## src/rtl/mul_pkg.sv

```systemverilog
// Shared types and elaboration helpers for the sequential multiplier/MAC.
package mul_pkg;

    typedef enum logic [1:0] {
        MUL_UU = 2'b00,
        MUL_SS = 2'b01,
        MUL_SU = 2'b10
    } mul_mode_e;

    typedef enum logic [1:0] {
        ST_IDLE = 2'b00,
        ST_CALC = 2'b01,
        ST_DONE = 2'b10
    } mul_state_e;

    function automatic int mul_nchunk(input int width, input int bpc);
        return width / bpc;
    endfunction

    function automatic int mul_cnt_w(input int nchunk);
        return $clog2(nchunk + 1);
    endfunction

endpackage

```

## src/rtl/mul_pp.sv

```systemverilog
// Combinational partial product: 2W-bit multiplicand times a BPC-bit chunk.
module mul_pp
    import mul_pkg::*;
#(
    parameter int WIDTH = 16,
    parameter int BPC   = 2
) (
    input  logic [2*WIDTH-1:0] mcand_i,
    input  logic [BPC-1:0]     chunk_i,
    output logic [2*WIDTH-1:0] pp_o
);

    // Sum of shifted multiplicand copies selected by the chunk bits
    always_comb begin
        pp_o = '0;
        for (int i = 0; i < BPC; i++) begin
            if (chunk_i[i]) begin
                pp_o = pp_o + (mcand_i << i);
            end else begin
                pp_o = pp_o;
            end
        end
    end

endmodule

```

## src/rtl/mul_seq_mac.sv

```systemverilog
// Multi-cycle shift-add multiplier/MAC retiring BPC multiplier bits per cycle,
// with sign modes, optional addend, early termination and valid/ready on both sides.
module mul_seq_mac
    import mul_pkg::*;
#(
    parameter int WIDTH = 16,
    parameter int BPC   = 2
) (
    input  logic                 clk,
    input  logic                 rst,
    input  logic                 in_valid_i,
    output logic                 in_ready_o,
    input  logic [WIDTH-1:0]     a_i,
    input  logic [WIDTH-1:0]     b_i,
    input  logic [2*WIDTH-1:0]   c_i,
    input  logic [1:0]           mode_i,
    input  logic                 acc_en_i,
    input  logic                 flush_i,
    output logic                 out_valid_o,
    input  logic                 out_ready_i,
    output logic [2*WIDTH-1:0]   result_o,
    output logic                 busy_o
);

    localparam int W2     = 2 * WIDTH;
    localparam int NCHUNK = mul_nchunk(WIDTH, BPC);
    localparam int CW     = mul_cnt_w(NCHUNK);
    localparam logic [CW-1:0] NCHUNK_C = CW'(NCHUNK);

    generate
        if (WIDTH < 4 || !(BPC == 1 || BPC == 2 || BPC == 4) || (WIDTH % BPC) != 0) begin : g_bad_param
            $error("mul_seq_mac: WIDTH must be >= 4 and BPC in {1,2,4} dividing WIDTH");
        end
    endgenerate

    mul_state_e       state_q, state_d;
    logic [W2-1:0]    mcand_q, mcand_d;
    logic [W2-1:0]    acc_q, acc_d;
    logic [W2-1:0]    addend_q, addend_d;
    logic [W2-1:0]    result_q, result_d;
    logic [WIDTH-1:0] mreg_q, mreg_d;
    logic [CW-1:0]    cnt_q, cnt_d;
    logic             neg_q, neg_d;
    logic             out_valid_q, out_valid_d;
    logic             busy_q, busy_d;

    logic [W2-1:0]    pp_s, acc_sum_s, prod_s;
    logic [WIDTH-1:0] mreg_shift_s, a_abs_s, b_abs_s;
    logic [CW-1:0]    cnt_inc_s;
    logic             a_neg_s, b_neg_s, in_ready_s, accept_s, last_s;

    mul_pp #(.WIDTH(WIDTH), .BPC(BPC)) u_pp (
        .mcand_i (mcand_q),
        .chunk_i (mreg_q[BPC-1:0]),
        .pp_o    (pp_s)
    );

    // Operand magnitudes, handshake qualifiers and the per-chunk datapath
    always_comb begin
        a_neg_s      = ((mode_i == MUL_SS) || (mode_i == MUL_SU)) && a_i[WIDTH-1];
        b_neg_s      = (mode_i == MUL_SS) && b_i[WIDTH-1];
        a_abs_s      = a_neg_s ? (-a_i) : a_i;
        b_abs_s      = b_neg_s ? (-b_i) : b_i;
        in_ready_s   = !flush_i && ((state_q == ST_IDLE) || ((state_q == ST_DONE) && out_ready_i));
        accept_s     = in_valid_i && in_ready_s;
        acc_sum_s    = acc_q + pp_s;
        mreg_shift_s = mreg_q >> BPC;
        cnt_inc_s    = cnt_q + CW'(1);
        last_s       = (mreg_shift_s == '0) || (cnt_inc_s == NCHUNK_C);
        prod_s       = (neg_q ? (-acc_sum_s) : acc_sum_s) + addend_q;
    end

    // Next-state and register updates; flush overrides every state
    always_comb begin
        state_d     = state_q;
        mcand_d     = mcand_q;
        acc_d       = acc_q;
        addend_d    = addend_q;
        result_d    = result_q;
        mreg_d      = mreg_q;
        cnt_d       = cnt_q;
        neg_d       = neg_q;
        out_valid_d = out_valid_q;
        busy_d      = busy_q;
        if (flush_i) begin
            state_d     = ST_IDLE;
            out_valid_d = 1'b0;
            busy_d      = 1'b0;
        end else begin
            case (state_q)
                ST_IDLE: begin
                    if (accept_s) begin
                        state_d = ST_CALC;
                        busy_d  = 1'b1;
                    end else begin
                        state_d = ST_IDLE;
                    end
                end
                ST_CALC: begin
                    acc_d   = acc_sum_s;
                    mcand_d = mcand_q << BPC;
                    mreg_d  = mreg_shift_s;
                    cnt_d   = cnt_inc_s;
                    if (last_s) begin
                        state_d     = ST_DONE;
                        result_d    = prod_s;
                        out_valid_d = 1'b1;
                        busy_d      = 1'b0;
                    end else begin
                        busy_d = 1'b1;
                    end
                end
                ST_DONE: begin
                    if (out_ready_i) begin
                        out_valid_d = 1'b0;
                        if (accept_s) begin
                            state_d = ST_CALC;
                            busy_d  = 1'b1;
                        end else begin
                            state_d = ST_IDLE;
                        end
                    end else begin
                        out_valid_d = 1'b1;
                    end
                end
                default: begin
                    state_d     = ST_IDLE;
                    out_valid_d = 1'b0;
                    busy_d      = 1'b0;
                end
            endcase
            // accept_s is only ever true in IDLE or DONE, so loading here is safe
            if (accept_s) begin
                mcand_d  = {{WIDTH{1'b0}}, a_abs_s};
                mreg_d   = b_abs_s;
                neg_d    = a_neg_s ^ b_neg_s;
                addend_d = acc_en_i ? c_i : '0;
                acc_d    = '0;
                cnt_d    = '0;
            end else begin
                neg_d = neg_q;
            end
        end
    end

    // State and datapath registers with synchronous reset
    always_ff @(posedge clk) begin
        if (rst) begin
            state_q     <= ST_IDLE;
            mcand_q     <= '0;
            acc_q       <= '0;
            addend_q    <= '0;
            result_q    <= '0;
            mreg_q      <= '0;
            cnt_q       <= '0;
            neg_q       <= 1'b0;
            out_valid_q <= 1'b0;
            busy_q      <= 1'b0;
        end else begin
            state_q     <= state_d;
            mcand_q     <= mcand_d;
            acc_q       <= acc_d;
            addend_q    <= addend_d;
            result_q    <= result_d;
            mreg_q      <= mreg_d;
            cnt_q       <= cnt_d;
            neg_q       <= neg_d;
            out_valid_q <= out_valid_d;
            busy_q      <= busy_d;
        end
    end

    assign in_ready_o  = in_ready_s;
    assign out_valid_o = out_valid_q;
    assign result_o    = result_q;
    assign busy_o      = busy_q;

endmodule

```

## config.mk

```make
export PLATFORM = sky130hd
export DESIGN_NAME = mul_seq_mac
export DESIGN_NICKNAME = d
export VERILOG_FILES = /design/src/rtl/mul_pkg.sv /design/src/rtl/mul_pp.sv /design/src/rtl/mul_seq_mac.sv
export SDC_FILE = /design/constraint.sdc
export NUM_CORES = 1
export LEC_CHECK = 0
export BUFFER_PORTS_ARGS = -buffer_cell sky130_fd_sc_hd__buf_4
export CORE_MARGIN = 3
export CORE_UTILIZATION = 55
export CTS_BUF_LIST = sky130_fd_sc_hd__clkbuf_8
export DETAILED_ROUTE_END_ITERATION = 12
export GPL_ROUTABILITY_DRIVEN = 1
export HOLD_SLACK_MARGIN = 0.06
export PLACE_DENSITY = 0.81
export SETUP_SLACK_MARGIN = 0.02
export SYNTH_ARGS = -nofsm -noshare
export SYNTH_HDL_FRONTEND = slang
export SYNTH_HIERARCHICAL = 1
export SYNTH_SLANG_ARGS = --single-unit
```

## constraint.sdc

```tcl
create_clock -name clk -period 8 [get_ports clk]
set_input_delay 0.4 -clock clk [delete_from_list [all_inputs] [get_ports clk]]
set_output_delay 0.4 -clock clk [all_outputs]
set_load 0.01 [all_outputs]
```

* Word level (Yosys, flattened, before mapping)
Index checks and enable logic that the tools add are counted.
** Word-level totals
- Word-level logic and storage cells :: 70
- Output and inout bits :: 35
- Input bits :: 72
- Bits in registers :: 153
** Cells by class
- Reduce and logical (&&, ||, !) cells :: 18
- Equal/unequal tests :: 7
- Muxes and demuxes :: 25
- Bitwise operators :: 3
- $add $sub $neg :: 7
** Operators by type and width (number)
- $mux 32 :: 8
- $add 32x32->32 :: 3
- $mux 16 :: 4
- $neg 16->16 :: 2
- $neg 32->32 :: 1
- $logic_not 16->1 :: 1
- $mux 4 :: 2
- $reduce_and 2->1 :: 4
- $mux 1 :: 6
- $pmux 1 s3 :: 2
- $pmux 2 s3 :: 1
- $logic_and 1x1->1 :: 5
- $add 4x1->4 const B :: 1
- $eq 2x1->1 const B :: 2
- $eq 2x2->1 const B :: 2
- $eq 4x4->1 const B :: 1
- $mux 2 :: 2
- $ne 2x2->1 const B :: 2
- $logic_or 1x1->1 :: 3
- $reduce_and 3->1 :: 1
- $logic_not 2->1 :: 1
- $not 1->1 :: 2
- $reduce_bool 2->1 :: 1
- $reduce_or 2->1 :: 1
- other kinds (2) :: 2

* Logic depth before layout (Yosys ltp)
- Word-level depth :: 8
- Depth in mapped cells :: 36
- Depth with buffers taken out :: 34

* By module
Netlist, hierarchy kept.
** By module, submodules not included
- mul_seq_mac :: area each 10516.3 sq um, cells an instance 1369, sequential area each 3062.9 sq um, instances 1
- mul_pp :: area each 2189.6 sq um, cells an instance 311, sequential area each 0.0 sq um, instances 1

* Least setup slack after synthesis
No wires, ideal clock.
- Path kind :: flip-flop to flip-flop
- Start :: reg mreg_q[0]
- End :: reg result_q[30] (netlist: result_o[30])
- Arrival time :: 6.983 ns
- Clock period less this slack :: 7.105 ns
- Path slack :: 0.895 ns
- Stages on the path, launching flop included :: 34
- Required time :: 7.878 ns
- Setup time :: 0.122 ns
- Buffers on the path :: 3
- Cells stage by stage :: dfxtp_1 -> clkbuf_1 -> and2_1 -> ha_1 -> a21oi_1 -> nand2_1 -> o2111ai_1 -> nand2_1 -> a21boi_0 -> o21ai_0 -> xor2_1 -> mux2_2 -> ha_1 -> clkbuf_1 -> and4_1 -> clkbuf_1 -> and3_1 -> nand3_1 -> a21boi_0 -> o2111ai_1 -> nor4_1 -> nand2_1 -> or4_4 -> o21ai_0 -> xnor2_1 -> ha_1 -> o21a_1 -> o21ai_0 -> nand2b_1 -> nand2_1 -> nor2_1 -> a41oi_1 -> mux2_2 -> a311o_1
** On the way
- Longest elaborated chain between the ends :: 7
** RTL lines
- start, declared :: RTL line mul_seq_mac.sv:41 : logic [WIDTH-1:0] mreg_q, mreg_d;
- start signal, assigned :: RTL line mul_seq_mac.sv:165 : mreg_q <= mreg_d;
- $mux 32 (*) :: RTL line mul_pp.sv:17 : if (chunk_i[i]) begin
- $add 32x32->32 :: RTL line mul_pp.sv:18 : pp_o = pp_o + (mcand_i << i);
- $mux 32 (*) :: RTL line mul_pp.sv:17
- via pp_s[12] :: RTL line mul_seq_mac.sv:47 : logic [W2-1:0] pp_s, acc_sum_s, prod_s;
- $add 32x32->32 (*) :: RTL line mul_seq_mac.sv:66 : acc_sum_s = acc_q + pp_s;
- $neg 32->32 :: RTL line mul_seq_mac.sv:70 : prod_s = (neg_q ? (-acc_sum_s) : acc_sum_s) + addend_q;
- $mux 32 (*) :: RTL line mul_seq_mac.sv:70
- $add 32x32->32 (*) :: RTL line mul_seq_mac.sv:70
- end signal, assigned :: RTL line mul_seq_mac.sv:164 : result_q <= result_d;
- end, declared :: RTL line mul_seq_mac.sv:40 : logic [W2-1:0] result_q, result_d;
The timed path passes the listed nets; every way through them passes the cells marked *.
A chain may end at the register's enable or synchronous reset.

* Worst setup path after layout
- Start :: reg mreg_q[0]
- End :: reg result_q[31] (netlist: result_o[31])
The elaborated chain is that of the path after synthesis.

==> results.md <==
* Run status: finished, final reports clean
* Max stage delay cell, worst path: or4b_1
* Startpoint types: register
* Clock skew at between 0.02 and 0.03 ns
* Post-Syn Nets at 1,860
* CTS buffer count at 17
* Fmax at around 130 MHz
* Max Cap Viol at 0
* DRT Pass-1 Iters at 5
* Yosys warns at 6
* Chip Height at 158 um
* Grt ovf at 0
* Routed length per instance at about 17 um
* GR Util met2 at 0.463
* Post-DRT Antenna Nets at 0
* Required @ worst endpoint at 8.38 ns
* TritonCTS clock tree: done
* Ys async rst share at 0
* Port Buffer Count at between 100 and 150
* Crit path kind: register to register
* Slew Viols, Final at 0
* GRT Util Overall at 0.274
* Relative slew slack at 0.178
* Met1 usage at 0.359
* Fillers at about 2k
* Tcrit/Tclk final at 0.935
* Final Power at 0.00177 W
* Maximum vdd drop at 0.0980 mV
* Antenna violations before repair at 0
* HP Class: primary input to register
* Netlist cell types at 82
* Clock input transition at the sequential cells of the worst setup and hold paths at 0.12 ns
* Period minus WS final at 7.48 ns
* Final Hold Vio Count at 0
* Starting Density at 0.572
* Diodes inserted at 0
* Root Driver: clkbuf_8
* Pwr per Cell Area at 125 nW/um2
* Unrepaired setup endpoints after global routing: no
* Synth Cell Area at approximately 13,000 um2
* Primary FF master, synth: dfxtp_1
* Core area at 22,200 um2
* Util after Layout at 0.639
* Number of flops mapped to enable cells by yosys at 0
* Count of mapped cells out of synthesis at 1,680
* Share of layout cells above drive strength 1 at 0.135
* Final wirelength at 34,800 um
* Finished Cell Area at around 14,000 um2
* RePlAce Congestion at 0.960
* Least-Margin Pin Slew at 1.23 ns
* Pleak at 5.98 nW
* Final std cells w/o fill at 2,030
* Met3 usage at 0.0454
* Grt peak-use layer: met2
* Placed Cells at around 2k
* CTS H-tree depth at 4
* Worst-path fanout max at 22
* Die ar. at 25,000 um2
* Critical path capture point type: register
* Crit path arrival time at 7.86 ns
* Reg area at a little over 3000 um2
* Hold buffers post-CTS at 0
* CTS Sinks at 153
* Clock latency on the worst-skew pair at 0.48 ns
* Vias in the first global route at 11.8k
* Seq/Total Area, Yosys at 0.241
* Setup_tns at 0 ns
* Syn-to-layout area delta at 11.8%
* Clock Path Buffers at 2
* Row count at 54
* Synth Area per Inst at 7.56 um2
* Dpl hpwl at 25,800 um
* Multi-input gate area at ~9000 um2
* Vias per cell at about 6
* CP most frequent cell: xnor2_1
* IO Count at 107
* Global-route wire length before repair at 56,700 um
* Cell Area, Placed at around 14,000 um2
* Residual DRC at 0
* Largest net degree at the start of global routing at 82
* Initial DRC count at 807
* Final Setup Violations at 0
* Synthesized flop and latch total at approximately 150
* Worst path max stage delay at ~0.63 ns
* Total number of vias at 12.5k
* # nets final at 1,917
* Width of the die at 158 um
## cells by family after synthesis
family	Yosys count	share of synthesized area
multiplexers	32	0.0276
adder cells (fa/ha/maj)	108	0.108
AO/OA/AOI/OAI	504	0.271
XOR/XNOR	121	0.0834
buffers and inverters	134	0.0407
flip-flops	153	0.241
AND/OR/NAND/NOR	628	0.228
## where the power goes
| part | total (W) | leakage (nW) | internal [W] | switching (W) |
|---|---|---|---|---|
| clock | 0.000630 | 0.212 | 0.000244 | 0.000386 |
| sequential | 0.000797 | 1.24 | 0.000780 | 0.0000172 |
| combinational | 0.000345 | 4.53 | 0.000143 | 0.000202 |
| total | 0.00177 | 5.98 | 0.00117 | 0.000605 |
## layout by cell type, fill, tap and decap left out, drive strengths merged, types with 5 or more instances in the layout
cell / n
a22o: 34
dfxtp: 153
clkinv: 10
a31oi: 15
a21o: 35
a21oi: 164
and4: 7
o41ai: 11
inv: 51
nand3: 34
and2: 41
mux2: 24
o311ai: 5
a21boi: 7
nand2b: 14
clkbuf: 17
o21bai: 9
o21a: 16
nor3: 28
xor2: 31
nor2b: 14
or4: 8
nand4: 20
a41oi: 5
nand2: 273
o211ai: 13
o31ai: 19
nor4: 11
buf: 126
mux2i: 8
xnor2: 90
nor2: 143
and3: 5
a211oi: 28
a311oi: 31
o21ai: 76
or3: 10
ha: 105
## flip-flops by register name, indices dropped and copies added (netlist names)
register and flops:
acc_q 32, addend_q 32, mcand_q 32, result_o 32, mreg_q 16, cnt_q 4, state_q 2, busy_o 1
neg_q 1, out_valid_o 1
## final timing paths
path	slack [ns]	end	startpoint	depth (start not counted)
hold / removal	0.13	addend_q[5]	c_i[5]	2
setup reg to reg	0.52	result_o[31]	mreg_q[0]	31
setup / recovery	0.52	result_o[31]	mreg_q[0]	31
hold reg to reg	0.46	result_o[11]	result_o[11]	2
## worst max-delay path: cells and delay by family (launching register included)
family | cells | cell delay, ns
AND/OR/NAND/NOR | 7 | 1.51
buffers and inverters | 1 | 0.25
adder cells (fa/ha/maj) | 3 | 1.10
XOR/XNOR | 6 | 0.86
flip-flops | 1 | 0.43
AO/OA/AOI/OAI | 13 | 2.91
multiplexers | 1 | 0.29
## routing by layer
| metal | wire (um) | up-vias |
|---|---|---|
| met5 | 0 | - |
| met4 | 809 | 0 |
| met3 | 1670 | 63 |
| met2 | 16500 | 362 |
| met1 | 15800 | 5840 |
| li1 | - | 6211 |
## stage by stage
step	hold WS, ns	setup slack (ns)
2_1_floorplan	0.436	0.895
3_3_place_gp	0.440	0.455
6_report	0.128	0.517
3_5_place_dp	0.446	0.118
4_1_cts	0.103	0.0420
5_1_grt	0.0895	0.00139
## area by class of cell
cell class / instances / share of cell area
clock buffers: 17 / 0.0165
repair buffers: 126 / 0.0666
multi-input cells: 1393 / 0.651
flip-flops and latches: 153 / 0.216
inverters: 46 / 0.0122
clock inverters: 15 / 0.0137
well taps: 280 / 0.0247
## Yosys cell counts, drive strengths merged, types with 35 or more instances
master	instances	area [um2]
ha	105	1310
and2	41	257
nor2	143	537
clkbuf	75	282
a21oi	164	832
xnor2	90	788
o21ai	76	384
nand2	273	1020
dfxtp	153	3060
inv	45	169
a21o	35	263
## timing repair
item	in CTS	in global routing
endpoints found under the setup margin	0	8
setup buffers	0	3
resized for setup	0	31
No activity file was read; power rests on OpenSTA's default activity.
